### src/rtl/axi4l_arb_pkg.sv
// Shared types and helpers for the AXI4-Lite round-robin arbiter.
// Holds the FSM state encoding, the width defaults and the per-master slice extractor.
package axi4l_arb_pkg;

  typedef enum logic [1:0] {
    IDLE = 2'd0,
    WR   = 2'd1,
    RD   = 2'd2
  } arb_state_e;

  localparam int ADDR_WIDTH_DFLT = 32;
  localparam int DATA_WIDTH_DFLT = 32;

  // Widest supported field and the largest flattened bus (8 masters x 64 bits)
  localparam int MAX_W   = 64;
  localparam int MAX_BUS = 512;

  // Returns the w-bit field of master idx, zero-extended to MAX_W.
  // Callers truncate the result to their own field width.
  function automatic logic [MAX_W-1:0] get_slice(input logic [MAX_BUS-1:0] bus,
                                                 input int unsigned       idx,
                                                 input int unsigned       w);
    return MAX_W'(bus >> (idx * w));
  endfunction

endpackage

### src/rtl/axi4l_rr_picker.sv
// Combinational round-robin picker.
// Grants the first requester found scanning upward from ptr, modulo NUM_M.
module axi4l_rr_picker #(
  parameter int NUM_M = 2,
  parameter int PTR_W = 1
) (
  input  logic [NUM_M-1:0] req,
  input  logic [PTR_W-1:0] ptr,
  output logic [NUM_M-1:0] gnt,
  output logic             valid
);

  logic [NUM_M-1:0] rot_req;
  logic [NUM_M-1:0] rot_gnt;

  // Rotate so that the master at ptr lands on bit 0.
  // Isolate the lowest set bit, then rotate that bit back into place.
  assign rot_req = NUM_M'({req, req} >> ptr);
  assign rot_gnt = rot_req & (~rot_req + NUM_M'(1));
  assign gnt     = NUM_M'(({rot_gnt, rot_gnt} << ptr) >> NUM_M);
  assign valid   = |req;

endmodule

### src/rtl/axi4l_rr_arbiter.sv
// Round-robin arbiter that shares one AXI4-Lite slave port (AW/W/AR/R) between NUM_M masters.
// Only one transaction is in flight at a time; a write completes once both AW and W have handshaken.
module axi4l_rr_arbiter
  import axi4l_arb_pkg::*;
#(
  parameter int NUM_M      = 2,
  parameter int ADDR_WIDTH = ADDR_WIDTH_DFLT,
  parameter int DATA_WIDTH = DATA_WIDTH_DFLT
) (
  input  logic                        ACLK,
  input  logic                        ARESET,
  input  logic [NUM_M*ADDR_WIDTH-1:0] S_AWADDR,
  input  logic [NUM_M-1:0]            S_AWVALID,
  output logic [NUM_M-1:0]            S_AWREADY,
  input  logic [NUM_M*DATA_WIDTH-1:0] S_WDATA,
  input  logic [NUM_M-1:0]            S_WVALID,
  output logic [NUM_M-1:0]            S_WREADY,
  input  logic [NUM_M*ADDR_WIDTH-1:0] S_ARADDR,
  input  logic [NUM_M-1:0]            S_ARVALID,
  output logic [NUM_M-1:0]            S_ARREADY,
  output logic [DATA_WIDTH-1:0]       S_RDATA,
  output logic [NUM_M-1:0]            S_RVALID,
  input  logic [NUM_M-1:0]            S_RREADY,
  output logic [ADDR_WIDTH-1:0]       M_AWADDR,
  output logic                        M_AWVALID,
  input  logic                        M_AWREADY,
  output logic [DATA_WIDTH-1:0]       M_WDATA,
  output logic                        M_WVALID,
  input  logic                        M_WREADY,
  output logic [ADDR_WIDTH-1:0]       M_ARADDR,
  output logic                        M_ARVALID,
  input  logic                        M_ARREADY,
  input  logic [DATA_WIDTH-1:0]       M_RDATA,
  input  logic                        M_RVALID,
  output logic                        M_RREADY,
  output logic [NUM_M-1:0]            GNT
);

  localparam int IDX_W = (NUM_M > 1) ? $clog2(NUM_M) : 1;

  arb_state_e       state_reg,   state_next;
  logic [NUM_M-1:0] gnt_reg,     gnt_next;
  logic [IDX_W-1:0] gidx_reg,    gidx_next;
  logic [IDX_W-1:0] rr_ptr_reg,  rr_ptr_next;
  logic             aw_done_reg, aw_done_next;
  logic             w_done_reg,  w_done_next;
  logic             ar_done_reg, ar_done_next;

  logic [NUM_M-1:0] wr_req;
  logic [NUM_M-1:0] req;
  logic [NUM_M-1:0] pick_gnt;
  logic             pick_valid;
  logic [IDX_W-1:0] pick_idx;
  logic [IDX_W-1:0] ptr_inc;

  logic in_wr, in_rd_addr, in_rd_data;
  logic aw_hs, w_hs, ar_hs, r_hs;
  logic aw_now, w_now;

  assign wr_req = S_AWVALID & S_WVALID;
  assign req    = wr_req | S_ARVALID;

  axi4l_rr_picker #(
    .NUM_M (NUM_M),
    .PTR_W (IDX_W)
  ) u_picker (
    .req   (req),
    .ptr   (rr_ptr_reg),
    .gnt   (pick_gnt),
    .valid (pick_valid)
  );

  always_comb begin
    pick_idx = '0;
    for (int i = 0; i < NUM_M; i++) begin
      if (pick_gnt[i]) pick_idx = IDX_W'(i);
    end
  end

  assign ptr_inc = (gidx_reg == IDX_W'(NUM_M - 1)) ? '0 : gidx_reg + IDX_W'(1);

  assign in_wr      = (state_reg == WR);
  assign in_rd_addr = (state_reg == RD) && !ar_done_reg;
  assign in_rd_data = (state_reg == RD) && ar_done_reg;

  // Slave-side channels: each is masked once its own handshake has been recorded
  assign M_AWVALID = in_wr && !aw_done_reg && |(S_AWVALID & gnt_reg);
  assign M_WVALID  = in_wr && !w_done_reg  && |(S_WVALID  & gnt_reg);
  assign M_ARVALID = in_rd_addr && |(S_ARVALID & gnt_reg);
  assign M_RREADY  = in_rd_data && |(S_RREADY & gnt_reg);

  assign M_AWADDR = (in_wr && !aw_done_reg)
                  ? ADDR_WIDTH'(get_slice(MAX_BUS'(S_AWADDR), 32'(gidx_reg), ADDR_WIDTH)) : '0;
  assign M_WDATA  = (in_wr && !w_done_reg)
                  ? DATA_WIDTH'(get_slice(MAX_BUS'(S_WDATA), 32'(gidx_reg), DATA_WIDTH)) : '0;
  assign M_ARADDR = in_rd_addr
                  ? ADDR_WIDTH'(get_slice(MAX_BUS'(S_ARADDR), 32'(gidx_reg), ADDR_WIDTH)) : '0;
  assign S_RDATA  = in_rd_data ? M_RDATA : '0;

  assign aw_hs = M_AWVALID && M_AWREADY;
  assign w_hs  = M_WVALID  && M_WREADY;
  assign ar_hs = M_ARVALID && M_ARREADY;
  assign r_hs  = in_rd_data && M_RVALID && M_RREADY;

  // Ready/valid returned only to the granted master
  for (genvar gi = 0; gi < NUM_M; gi++) begin : g_master
    assign S_AWREADY[gi] = in_wr && gnt_reg[gi] && !aw_done_reg && M_AWREADY;
    assign S_WREADY[gi]  = in_wr && gnt_reg[gi] && !w_done_reg  && M_WREADY;
    assign S_ARREADY[gi] = in_rd_addr && gnt_reg[gi] && M_ARREADY;
    assign S_RVALID[gi]  = in_rd_data && gnt_reg[gi] && M_RVALID;
  end

  assign GNT = gnt_reg;

  assign aw_now = aw_done_reg || aw_hs;
  assign w_now  = w_done_reg  || w_hs;

  always_comb begin
    state_next   = state_reg;
    gnt_next     = gnt_reg;
    gidx_next    = gidx_reg;
    rr_ptr_next  = rr_ptr_reg;
    aw_done_next = aw_done_reg;
    w_done_next  = w_done_reg;
    ar_done_next = ar_done_reg;
    case (state_reg)
      IDLE: begin
        if (pick_valid) begin
          gnt_next     = pick_gnt;
          gidx_next    = pick_idx;
          state_next   = (|(pick_gnt & wr_req)) ? WR : RD;
          aw_done_next = 1'b0;
          w_done_next  = 1'b0;
          ar_done_next = 1'b0;
        end
      end
      WR: begin
        aw_done_next = aw_now;
        w_done_next  = w_now;
        if (aw_now && w_now) begin
          state_next   = IDLE;
          gnt_next     = '0;
          rr_ptr_next  = ptr_inc;
          aw_done_next = 1'b0;
          w_done_next  = 1'b0;
        end
      end
      RD: begin
        if (!ar_done_reg) begin
          ar_done_next = ar_hs;
        end else if (r_hs) begin
          state_next   = IDLE;
          gnt_next     = '0;
          rr_ptr_next  = ptr_inc;
          ar_done_next = 1'b0;
        end
      end
      default: begin
        state_next = IDLE;
        gnt_next   = '0;
      end
    endcase
  end

  always_ff @(posedge ACLK or posedge ARESET) begin
    if (ARESET) begin
      state_reg   <= IDLE;
      gnt_reg     <= '0;
      gidx_reg    <= '0;
      rr_ptr_reg  <= '0;
      aw_done_reg <= 1'b0;
      w_done_reg  <= 1'b0;
      ar_done_reg <= 1'b0;
    end else begin
      state_reg   <= state_next;
      gnt_reg     <= gnt_next;
      gidx_reg    <= gidx_next;
      rr_ptr_reg  <= rr_ptr_next;
      aw_done_reg <= aw_done_next;
      w_done_reg  <= w_done_next;
      ar_done_reg <= ar_done_next;
    end
  end

endmodule

### config.mk
export PLATFORM = sky130hd
export DESIGN_NAME = axi4l_rr_arbiter
export DESIGN_NICKNAME = d
export VERILOG_FILES = /design/src/rtl/axi4l_arb_pkg.sv /design/src/rtl/axi4l_rr_picker.sv /design/src/rtl/axi4l_rr_arbiter.sv
export SDC_FILE = /design/constraint.sdc
export NUM_CORES = 1
export LEC_CHECK = 0
export ABC_AREA = 1
export CELL_PAD_IN_SITES_DETAIL_PLACEMENT = 1
export CELL_PAD_IN_SITES_GLOBAL_PLACEMENT = 1
export CORE_MARGIN = 1.5
export CORE_UTILIZATION = 11
export DETAILED_ROUTE_END_ITERATION = 10
export PLACE_DENSITY = 0.9
export RECOVER_POWER = 25
export SLEW_MARGIN = 20
export SYNTH_ARGS = -nofsm -noshare
export SYNTH_HDL_FRONTEND = slang
export SYNTH_SLANG_ARGS = --single-unit
### constraint.sdc
create_clock -name ACLK -period 1.5 [get_ports ACLK]
set_input_delay 0.225 -clock ACLK [delete_from_list [all_inputs] [get_ports ACLK]]
set_output_delay 0.225 -clock ACLK [all_outputs]
set_load 0.02 [all_outputs]
==> results of run 1 <==
[through the flow]
stage / setup TNS (ns) / cell area [um^2]
final: -24.29 / 8690
after global routing: -31.99 / 8690
after CTS: -23.34 / 7760
after detailed placement: -56.92 / 6890
after global placement: -51.52 / 6890
after floorplan: -0.0992 / 2330
[critical path: cells and delay by family (launching register included)]
family / cells / cell delay [ns]
AOI/OAI and AO/OA: 1 / 0.17
buffers and inverters: 4 / 0.58
DFF: 1 / 0.51
and+or+nand+nor: 1 / 0.05
[power by group through the flow]
| stage | Combinational (W) | Clock, W | Sequential (W) |
|---|---|---|---|
| 2_1_floorplan | 0.00388 | 0 | 0.000446 |
| 3_3_place_gp | 0.00848 | 0 | 0.000429 |
| 3_5_place_dp | 0.00864 | 0 | 0.000433 |
| 4_1_cts | 0.0100 | 0.000485 | 0.000447 |
| 5_1_grt | 0.0127 | 0.000506 | 0.000460 |
| 6_report | 0.0121 | 0.000487 | 0.000448 |
[worst paths after layout]
| path | startpoint | to | slack [ns] |
|---|---|---|---|
| min | ARESET | state_reg[0] | 0.45 |
| min reg2reg | rr_ptr_reg | rr_ptr_reg | 0.56 |
| max reg2reg | GNT[1] | GNT[0] | -0.03 |
| max in group asynchronous | ARESET | gidx_reg | 0.72 |
| min in group ACLK | rr_ptr_reg | rr_ptr_reg | 0.56 |
| max | gidx_reg | M_WDATA[26] | -0.29 |
[layout make-up]
type                    count  share of cell area, %
repair inverters            2                  0.360
well taps                 270                   3.89
diodes                      1                 0.0288
multi-input cells         401                   34.3
clock buffers               4                  0.907
inverters                  54                   2.71
repair buffers            459                   55.1
flip-flops and latches      9                   2.66
[cells by family (layout without fill, tap and decap cells)]
| logic type | after synthesis | count (layout) |
|---|---|---|
| other cells | 0 | 1 |
| flops | 9 | 9 |
| simple gates | 289 | 289 |
| compound gates | 112 | 112 |
| buf+inv | 87 | 519 |
[what timing repair did]
item	in CTS	in global routing
pin swaps	24	41
setup buffers	6	2
gates resized for setup	969	177
cloned	5	7
setup endpoints to repair	146	145
[placed cells by master (no fill, tap or decap), drive strengths merged]
cell,synthesis,routed
clkinvlp,0,1
dlygate4sd2,0,2
nor2,38,38
clkdlybuf4s50,0,236
diode,0,1
nand2,234,234
dfrtp,9,9
inv,54,55
o21ai,5,5
nand3,9,9
nor3,8,8
buf,23,215
a21oi,104,104
clkbuf,10,9
o21bai,2,2
a21o,1,1
dlygate4sd3,0,1
[per-layer routing]
layer	vias to the layer above	track usage, %	part of all wire, %
met5	-	0	0
met1	2422	17.0	35
met3	41	3.21	6.5
met4	0	4.70	3.0
li1	2408	-	-
met2	260	36.5	55
==> flow_summary.ini, run 1 <==
[run_status]
status = finished with violations
violations = setup timing

[yosys]
synth_top_cell_area_share_pct = 37.2
synthFlopType = dfrtp_1
synth_xor_area_share_pct = 0
syn_nets = 735
synth_seq_area_share_pct = 9.75
yosys_register_bits = 9
synthTopCellsByArea = nand2_1 37%, a21oi_1 22%, dfrtp_1 9.7%
ys_async_sr_fraction_pct = 100
yosysUniqueCellTypes = 21
synth_fa_ha_area_share_pct = 0
netlist_area_um2 = 2310
synth_area_per_cell_um2 = 4.65
synth_top_family_by_area = simple AND/OR/NAND/NOR gates
synth_edf_count = 0
synth.largest_area_cell = nand2_1
synth-compound-area-share_pct = 25.1
yosysMostFrequentCell = nand2_1
synth_common_cells = 229 x nand2_1, 101 x a21oi_1, 49 x inv_1
yosys_warnings = 0
synthSimpleGateAreaFrac_pct = 49.5
synth_mux_area_share_pct = 0
syn_inst = 497

[cts]
clk_path_buf_depth = 2
clkTransAtPathRegs_ns = 0.04
cts_tree = built
ctsHoldBuffers = 0
cts_sinks = 9
numCtsBuffers = 3
cts-root-buf = clkbuf_16
cts_max_level = 1
clk_latency_ns = 0.24

[detailed_routing]
drc = 0
drt_iter0_drc = 121
vias_per_cell = 4.28
wire_per_inst_um = 19.6
antenna_left = 0
wirelength_mm = 23.5
firstDrtPassIters = 4
vias = 5131

[pwr]
irDropWorstVdd_mv = 0.791
seqPwrFrac_pct = 3.4
p_sw_w = 0.00685
power_leakage_nw = 3.79
switching_share_pct = 52.5
power_frac_comb_pct = 92.8
power_density_nw_per_um2 = 1500
p_total_w = 0.0130
p_clk_share_pct = 3.7
p_int_w = 0.00620

[cells_and_area]
n_fill_cell = 2345
regArea_um2 = 231
multi_input_area_um2 = 2990
syn_to_final_growth_pct = 276
utilization_pct = 42.6
nets = 1168
fin_cells = 1200
drive_gt1_share_pct = 46.3

[flow_run]
cap_violations = 0

[timing]
hold_ws_ns = 0.455
finalSetupViolCount = 142
setup_ws_ns = -0.287
hold_viol = 0
timing.final.crit_share_pct = 119
slew_viol_final = 0
fin_worst_skew_ns = 0.00165
period_needed_ns = 1.79
tightest_slew_ns = 0.411
fmax_mhz = 560
slew_headroom_pct = 72.6
rsz0062_at_grt = yes

[setup_path]
arrival_ns = 1.56
critPathKind = register to primary output
cp_slowest_cell = dfrtp_4
cp-start-kind = register
reg2reg_depth = 10
worstSetupEndpointType = primary output
path_cells = inv_6, buf_12, clkbuf_16, nand2_2, a21oi_2, buf_4
critical_path.max_stage_delay_ns = 0.51
cp_max_fo = 8
crit_required_ns = 1.27

[die]
initial_core_util_pct = 11.3
fp-row-count = 52
die_area_um2 = 21900
die_w_um = 148
core_um2 = 20400
pin_count = 380
die-height_um = 148

[global_route]
grtUsageTotal_pct = 17.4
grt_pass1_vias = 5552
grt_start_max_net_pins = 34
overflow = 0
grt_pass1_wl_mm = 30.1
antenna_found_initial = 1

[place]
io_buffers = 379
pre_cts_ws_ns = -0.551
place_inst = 1176
place_congestion = 0.842
hpwl_mm = 15.2

[min_path]
hp-class = primary input to asynchronous set/reset pin
Power figures use the tool's default switching activity.
==> run 2, diff against run 1 <==
Settings changed: CELL_PAD_IN_SITES_DETAIL_PLACEMENT 1 to not set, CELL_PAD_IN_SITES_GLOBAL_PLACEMENT 1 to not set, CORE_AREA set to 2 2 150 152, CORE_MARGIN 1.5 to not set, CORE_UTILIZATION 11 to not set, DIE_AREA set to 0 0 152 154, PLACE_DENSITY 0.9 to 0.55.
==> flow_summary.ini, run 2 (same netlist as run 1, synthesis figures left out) <==
[run_status]
violations = setup timing
status = finished with violations

[timing]
timing.final.crit_share_pct = 113
fmax_mhz = 588
fin_worst_skew_ns = 0.000868
tns_ns = -19.21
slew_viol_final = 0
period_needed_ns = 1.70
hold_viol = 0
setup_ws_ns = -0.200
slew_headroom_pct = 74.3
hold_ws_ns = 0.401
tightest_slew_ns = 0.385
rsz0062_at_grt = yes
finalSetupViolCount = 139

[global_route]
grtUsageTotal_pct = 13.6
grt_start_max_net_pins = 34
antenna_found_initial = 2
grt_pass1_vias = 4879
grt_pass1_wl_mm = 25.9
overflow = 0

[pwr]
switching_share_pct = 51.3
p_total_w = 0.0110
irDropWorstVdd_mv = 0.654
power_density_nw_per_um2 = 1390
seqPwrFrac_pct = 4.3
p_sw_w = 0.00563
power_frac_comb_pct = 91.3
power_leakage_nw = 3.56
p_clk_share_pct = 4.5
p_int_w = 0.00535

[setup_path]
cp-start-kind = register
worstSetupEndpointType = primary output
startpoint = state_reg[0]
r2r_end = GNT[0]
timing.rr.start = state_reg[0]
reg2reg_depth = 9
arrival_ns = 1.47
cp-endpoint = S_RVALID[1]
reg2reg_slack_ns = 0
cp_max_fo = 8
critPathKind = register to primary output
crit_required_ns = 1.27

[die]
die_w_um = 152
die_area_um2 = 23400
core_um2 = 21700
die-height_um = 154
initial_core_util_pct = 10.7
pin_count = 380
fp-row-count = 54

[cells_and_area]
drive_gt1_share_pct = 39.2
nets = 1167
final_cell_mix = 236 x clkdlybuf4s50_1, 213 x nand2_1, 131 x buf_4, 66 x buf_6, 61 x a21oi_2
design_area_um2 = 7880
final_common_cell = clkdlybuf4s50_1
syn_to_final_growth_pct = 241
antenna_cells = 0
n_fill_cell = 2325

[flow_run]
cap_violations = 0

[cts]
clkTransAtPathRegs_ns = 0.04
clk_latency_ns = 0.24
cts_tree = built
ctsHoldBuffers = 0
cts-root-buf = clkbuf_16
numCtsBuffers = 3
cts_sinks = 9
clk_path_buf_depth = 2
cts_max_level = 1

[detailed_routing]
drt_iter0_drc = 183
firstDrtPassIters = 4
vias_per_cell = 4.00
vias = 4829
wire_per_inst_um = 15.1
wirelength_mm = 18.3
antenna_left = 0
drc = 0

[place]
hpwl_mm = 14.3
io_buffers = 379
place_area_um2 = 6880
pre_cts_ws_ns = -0.572
place_congestion = 0.812

[min_path]
hp-class = primary input to asynchronous set/reset pin
-- run 2: cell types whose count changed in the layout (fill, tap and decap cells not counted), sizes merged --
cell / change
dlygate4sd2: -1
diode: -1
dlymetal6s2s: +1
buf: -1
clkinv: +2
inv: -3
clkinvlp: -1
clkbuf: +2
-- run 2: what timing repair did --
| item | CTS | global route |
|---|---|---|
| pin swaps | 3 | 2 |
| endpoints found under the setup margin | 143 | 150 |
| cloned | 1 | 8 |
| gates resized for setup | 729 | 223 |
| buffers inserted | 3 | 6 |
-- run 2: metal layers --
layer	track usage [%]	part of all wire [%]	vias to the layer above	wire, um
li1	-	-	2413	-
met1	14.9	38	2152	7020
met2	25.8	52	239	9540
met3	3.92	7.8	23	1430
met4	2.58	1.5	2	280
met5	0	0.055	-	10
-- run 2: worst max-delay path, stage by stage, from the launching register on --
cell	delay, ns
dfrtp_1	0.40
inv_2	0.08
nand2_4	0.06
nor2_4	0.12
clkinv_4	0.12
buf_6	0.14
nor3_4	0.17
buf_6	0.14
-- run 2: stage by stage --
stage | instances | util (%)
floorplan | 497 | -
global placement | 1186 | 31.7
detailed placement | 1186 | 31.7
CTS | 1194 | 31.4
global route | 1208 | 36.3
finish | 1208 | 36.3
-- run 2: cell type report --
| class | count | area (um^2) | area share [%] |
|---|---|---|---|
| repair buffers | 460 | 4600 | 58.4 |
| multi-input cells | 401 | 2390 | 30.3 |
| well taps | 280 | 350 | 4.45 |
| flip-flops and latches | 9 | 231 | 2.94 |
| inverters | 54 | 228 | 2.89 |
| clock buffers | 4 | 78.8 | 1.00 |
-- run 2: how the worst min path moves through the flow --
stage	from	end	slack, ns
after floorplan	ARESET	GNT[0]	0.05
after global placement	rr_ptr_reg	rr_ptr_reg	0.51
after detailed placement	rr_ptr_reg	rr_ptr_reg	0.51
after CTS	ARESET	GNT[1]	0.28
after global routing	ARESET	gidx_reg	0.44
final	ARESET	rr_ptr_reg	0.40
-- run 2: power groups by stage --
stage | registers, W | clock network [W] | logic [W]
final | 0.000467 | 0.000489 | 0.0100
after global placement | 0.000437 | 0 | 0.00823
after global routing | 0.000479 | 0.000506 | 0.0107
after CTS | 0.000466 | 0.000498 | 0.00829
after detailed placement | 0.000438 | 0 | 0.00822
after floorplan | 0.000446 | 0 | 0.00388
